File: src/rtl/mfm_read_seq.sv
// MFM floppy read sequencer: hunts for A1 sync, validates the address/data mark,
// streams the field to the host and checks the trailing CRC-16-CCITT.
module mfm_read_seq #(
  parameter int          INDEX_LIMIT  = 5,
  parameter logic [47:0] SYNC_PATTERN = 48'h448944894489
) (
  input  logic        iCLK,
  input  logic        iRESETn,
  input  logic        iCMD_GO,
  input  logic        iCMD_DATA,
  input  logic [1:0]  iSECLEN,
  input  logic        iABORT,
  input  logic        iINDEX,
  input  logic [47:0] i3WORDS,
  input  logic [7:0]  iBYTE,
  input  logic        iBYTE_STB,
  output logic        oSTART,
  output logic        oSYNC,
  output logic [7:0]  oDATA,
  output logic        oDRQ,
  output logic        oBUSY,
  output logic        oDONE,
  output logic        oCRC_ERR,
  output logic        oRNF,
  output logic        oDELMARK
);

  localparam int IW = $clog2(INDEX_LIMIT + 1);

  typedef enum logic [2:0] {
    S_IDLE, S_HUNT, S_MARK, S_FIELD, S_CRC1, S_CRC2, S_FIN
  } state_t;

  state_t      r_state, w_state_next;
  logic        r_index_d;
  logic [IW-1:0] r_index_cnt;
  logic        r_cmd_data;
  logic [1:0]  r_seclen;
  logic [9:0]  r_byte_cnt;
  logic [15:0] r_crc;
  logic        r_sync, r_drq, r_crc_err, r_rnf, r_delmark;
  logic [7:0]  r_data;

  logic        w_sync_hit, w_index_edge, w_index_full, w_mark_ok, w_abort;
  logic [9:0]  w_last_idx;
  logic [15:0] w_crc_next;

  function automatic logic [15:0] crc_byte(input logic [15:0] c, input logic [7:0] d);
    logic [15:0] x;
    x = c;
    for (int i = 7; i >= 0; i--) begin
      if (x[15] ^ d[i]) x = {x[14:0], 1'b0} ^ 16'h1021;
      else              x = {x[14:0], 1'b0};
    end
    return x;
  endfunction

  assign w_sync_hit   = (i3WORDS == SYNC_PATTERN);
  assign w_index_edge = iINDEX & ~r_index_d;
  assign w_index_full = (r_index_cnt == IW'(INDEX_LIMIT - 1));
  assign w_mark_ok    = r_cmd_data ? ((iBYTE == 8'hFB) || (iBYTE == 8'hF8)) : (iBYTE == 8'hFE);
  assign w_last_idx   = r_cmd_data ? 10'((11'd128 << r_seclen) - 11'd1) : 10'd3;
  assign w_crc_next   = crc_byte(r_crc, iBYTE);
  assign w_abort      = iABORT && (r_state != S_IDLE);

  always_ff @(posedge iCLK or negedge iRESETn) begin
    if (!iRESETn) r_state <= S_IDLE;
    else          r_state <= w_state_next;
  end

  // Sync match is tested before the index edge so a coincident edge is never counted.
  always_comb begin
    w_state_next = r_state;
    if (w_abort) begin
      w_state_next = S_IDLE;
    end else begin
      case (r_state)
        S_IDLE:  if (iCMD_GO) w_state_next = S_HUNT;
        S_HUNT: begin
          if (w_sync_hit)                        w_state_next = S_MARK;
          else if (w_index_edge && w_index_full) w_state_next = S_FIN;
        end
        S_MARK:  if (iBYTE_STB) w_state_next = w_mark_ok ? S_FIELD : S_HUNT;
        S_FIELD: if (iBYTE_STB && (r_byte_cnt == w_last_idx)) w_state_next = S_CRC1;
        S_CRC1:  if (iBYTE_STB) w_state_next = S_CRC2;
        S_CRC2:  if (iBYTE_STB) w_state_next = S_FIN;
        S_FIN:   w_state_next = S_IDLE;
        default: w_state_next = S_IDLE;
      endcase
    end
  end

  always_ff @(posedge iCLK or negedge iRESETn) begin
    if (!iRESETn) begin
      r_index_d   <= 1'b0;
      r_index_cnt <= '0;
      r_cmd_data  <= 1'b0;
      r_seclen    <= 2'd0;
      r_byte_cnt  <= 10'd0;
      r_crc       <= 16'hFFFF;
      r_sync      <= 1'b0;
      r_drq       <= 1'b0;
      r_data      <= 8'h00;
      r_crc_err   <= 1'b0;
      r_rnf       <= 1'b0;
      r_delmark   <= 1'b0;
    end else begin
      r_index_d <= iINDEX;
      r_sync    <= 1'b0;
      r_drq     <= 1'b0;
      if (!w_abort) begin
        case (r_state)
          S_IDLE: if (iCMD_GO) begin
            r_crc_err   <= 1'b0;
            r_rnf       <= 1'b0;
            r_delmark   <= 1'b0;
            r_cmd_data  <= iCMD_DATA;
            r_seclen    <= iSECLEN;
            r_index_cnt <= '0;
          end
          S_HUNT: begin
            if (w_sync_hit) begin
              r_sync <= 1'b1;
              r_crc  <= 16'hCDB4;
            end else if (w_index_edge) begin
              r_index_cnt <= r_index_cnt + 1'b1;
              if (w_index_full) r_rnf <= 1'b1;
            end
          end
          S_MARK: if (iBYTE_STB && w_mark_ok) begin
            r_crc      <= w_crc_next;
            r_byte_cnt <= 10'd0;
            r_delmark  <= (iBYTE == 8'hF8);
          end
          S_FIELD: if (iBYTE_STB) begin
            r_data     <= iBYTE;
            r_drq      <= 1'b1;
            r_crc      <= w_crc_next;
            r_byte_cnt <= r_byte_cnt + 10'd1;
          end
          S_CRC1: if (iBYTE_STB) r_crc <= w_crc_next;
          S_CRC2: if (iBYTE_STB) begin
            r_crc     <= w_crc_next;
            r_crc_err <= (w_crc_next != 16'h0000);
          end
          default: ;
        endcase
      end
    end
  end

  assign oBUSY    = (r_state != S_IDLE);
  assign oSTART   = (r_state == S_HUNT) || (r_state == S_MARK) || (r_state == S_FIELD) ||
                    (r_state == S_CRC1) || (r_state == S_CRC2);
  assign oDONE    = (r_state == S_FIN) && !iABORT;
  assign oSYNC    = r_sync;
  assign oDRQ     = r_drq;
  assign oDATA    = r_data;
  assign oCRC_ERR = r_crc_err;
  assign oRNF     = r_rnf;
  assign oDELMARK = r_delmark;

endmodule

File: config.mk
export PLATFORM = sky130hd
export DESIGN_NAME = mfm_read_seq
export DESIGN_NICKNAME = d
export VERILOG_FILES = /design/src/rtl/mfm_read_seq.sv
export SDC_FILE = /design/constraint.sdc
export NUM_CORES = 1
export LEC_CHECK = 0
export ABC_CLOCK_PERIOD_IN_PS = 2800
export CORE_MARGIN = 5
export CORE_UTILIZATION = 45
export CTS_CLUSTER_DIAMETER = 150
export CTS_CLUSTER_SIZE = 30
export DETAILED_ROUTE_END_ITERATION = 7
export HOLD_SLACK_MARGIN = 0.08
export PLACE_DENSITY = 0.75
export SETUP_SLACK_MARGIN = 0.1
export SYNTH_ARGS = -nofsm -noshare
export SYNTH_HDL_FRONTEND = slang
export SYNTH_SLANG_ARGS = --single-unit
File: constraint.sdc
create_clock -name iCLK -period 2.8 [get_ports iCLK]
set_clock_uncertainty 0.05 [all_clocks]
set_input_delay 0.56 -clock iCLK [delete_from_list [all_inputs] [get_ports iCLK]]
set_output_delay 0.56 -clock iCLK [all_outputs]
set_load 0.005 [all_outputs]
==> results.yml <==
run_status:
  status: "completed"
global_routing:
  grt_pass1_vias: 2751
  grt_overflow: 0
  grt_max_degree: 41
  grt.total_usage: 0.188
  antenna_found_initial: 0
  grt_pass1_wl_mm: 13.4
cells_and_area:
  final_common_cell: "clkdlybuf4s50_1"
  area_delta_synth_final_pct: 36.5
  final_cell_mix: "79 x clkdlybuf4s50_1, 32 x dfrtp_1, 28 x nand2_1, 20 x buf_4, 19 x mux2_2"
  regArea_um2: 1250
  num_antenna_cells: 0
  fin_nets: 484
  multi_input_area_um2: 1760
  nFillCells: 563
  drive_above_1_share: 0.206
  fin_area_um2: 4300
setup_path:
  cp_max_fo: 10
  cpPeakStageDelay_ns: 0.59
  r2r_setup_slack_ns: 0.45
  worstPathCellList: "inv_1 > nor4_2 > clkdlybuf4s50_1"
  crit_family: "buffers and inverters"
  cp.required_ns: 2.19
  critPathBufInv: 2
  critical_path_class: "flip-flop to output pin"
  startpoint_type: "flip-flop"
  critPathArrivalTime_ns: 1.96
  crit_path_top_delay_cell: "dfrtp_1"
  critPathCaptureType: "output pin"
power:
  seqPwrFrac: 0.337
  p_per_area_nw_per_um2: 793
  vdd_ir_drop_max_mv: 0.532
  sw_frac_of_total: 0.363
  power_frac_clock: 0.176
  p_sw_mw: 1.24
  p_int_mw: 2.17
  p_comb_frac: 0.487
  p_leak_nw: 1.74
clock_network:
  cts_buffers: 5
  cts.reportedPaths.clkPinSlew_ns: 0.09
  clock_latency_ns: 0.31
  clock_path_buffers: 2
  cts.sinks: 49
  cts_root_buf: "clkbuf_8"
  htreeDepth: 2
  cts_tree: "built"
synthesis:
  syn_inst: 317
  yosys.area.top_type_share: 0.262
  syn_area_um2: 3150
  syn_area_per_cell_um2: 9.93
  synth_edf_count: 0
  ys_types: 53
  synth_nets: 389
  synthTopCellsByArea: "dfrtp_1 26%, dfstp_2 13%, mux2_2 6.8%"
  yosysWarningCount: 0
  yosysSeqAreaShare: 0.396
  synthFlopType: "dfrtp_1"
  ys_seq_elements: 49
  async_flop_share: 1.00
  synth_top_area_cell: "dfrtp_1"
sta:
  timing.final.crit_share: 0.920
  final.min_clock_period_ns: 2.57
  setup_tns_ns: 0
  setup_violations: 0
  slew_viol_final: 0
  slew-limit-headroom: 0.394
  whs_ns: 0.323
  rsz0062_at_grt: "no"
  hold_viol_final: 0
  fmax_mhz: 388
  tightest_slew_ns: 0.910
floorplan:
  io_pins: 81
  die_h_um: 93.7
  die_w_um: 93.7
  initial_core_util: 0.464
  die-area_um2: 8770
  coreArea_um2: 6790
  rows: 30
detailed_routing:
  drtAntennaViolNets: 0
  drc: 0
  num_vias: 2789
  wire_per_inst_um: 16.6
  first_pass_iters: 5
  avgViaCountPerCell: 5.48
  drt-initial-drc-count: 156
  wirelength_mm: 8.44
placed_design:
  gp_congestion: 0.865
  placed_cell_area_um2: 4160
  post-dp-hpwl_mm: 6.54
  portBuffers: 80
hold_path:
  worstHoldPathType: "input port to asynchronous set/reset pin"
flow_run:
  cap_violations: 0
[cell usage after synthesis (all sizes together), types with 7 or more instances]
master and instances:
dfrtp 33, nand2 28, mux2 22, inv 18
xnor2 18, dfstp 16, nor2 13, nor3 12
o31ai 12, a21oi 11, nand3 11, clkbuf 8
mux2i 8, nor2b 8, nor4b 8, o21ai 8
and3 7, ha 7
[power groups by stage]
stage               logic, mW  clock network [mW]  registers, mW
floorplan                1.15                   0           1.07
global placement         1.62                   0           1.14
detailed placement       1.66                   0           1.16
CTS                      1.67               0.609           1.14
global route             1.82               0.643           1.18
finish                   1.66               0.601           1.15
[area by class of cell]
class                   count  share of cell area
clock inverters             3              0.0151
multi-input cells         237               0.410
flip-flops and latches     49               0.290
clock buffers               5              0.0160
repair buffers            101               0.225
inverters                  18              0.0157
well taps                  96              0.0279
[registers in the layout, summed over array words and instances (netlist names)]
name and cells:
oSYNC 1, oCRC_ERR 1, r_index_cnt 3, r_state 3
oRNF 1, r_byte_cnt 10, r_cmd_data 1, r_seclen 2
r_crc 16, oDELMARK 1, oDRQ 1, oDATA 8
r_index_d 1
[cell families after synthesis]
logic type,Yosys count,share of synthesized area
fa+ha+maj,8,0.0310
xor+xnor,24,0.0667
simple gates,121,0.232
buf+inv,31,0.0461
compound gates,54,0.121
flops,49,0.396
mux,30,0.108
[stage by stage]
step / util / instances / power (mW) / setup slack (ns)
2_1_floorplan: - / 317 / 2.22 / 0.481
3_3_place_gp: 0.612 / 501 / 2.77 / 0.0622
3_5_place_dp: 0.612 / 501 / 2.81 / 0.0362
4_1_cts: 0.633 / 509 / 3.42 / 0.145
5_1_grt: 0.633 / 509 / 3.64 / 0.181
6_report: 0.633 / 509 / 3.41 / 0.225
[path summary, 6_finish.rpt]
check,startpoint,end,cells past startpoint
worst min register to register,r_crc[11],r_crc[11],2
worst min-delay path,iRESETn,r_state[0],1
worst max-delay path,r_state[2],oDONE,3
max in group asynchronous,iRESETn,r_crc[0],2
min in group iCLK,r_crc[11],r_crc[11],2
worst max register to register,r_state[0],r_byte_cnt[9],5
[metal layers]
metal / global-route usage / vias to the layer above / wire length [µm]
met5: 0 / - / 0
met4: 0.0337 / 0 / 73
met3: 0.0409 / 8 / 675
met2: 0.334 / 102 / 4160
met1: 0.237 / 1338 / 3530
li1: - / 1341 / -
[timing repair]
item                                    4_1_cts  5_1_grt
hold buffers                                  0        0
gates resized for setup                       1        1
setup buffers                                 0        0
endpoints found under the setup margin        1        1
(Power assumes the default switching activity.)
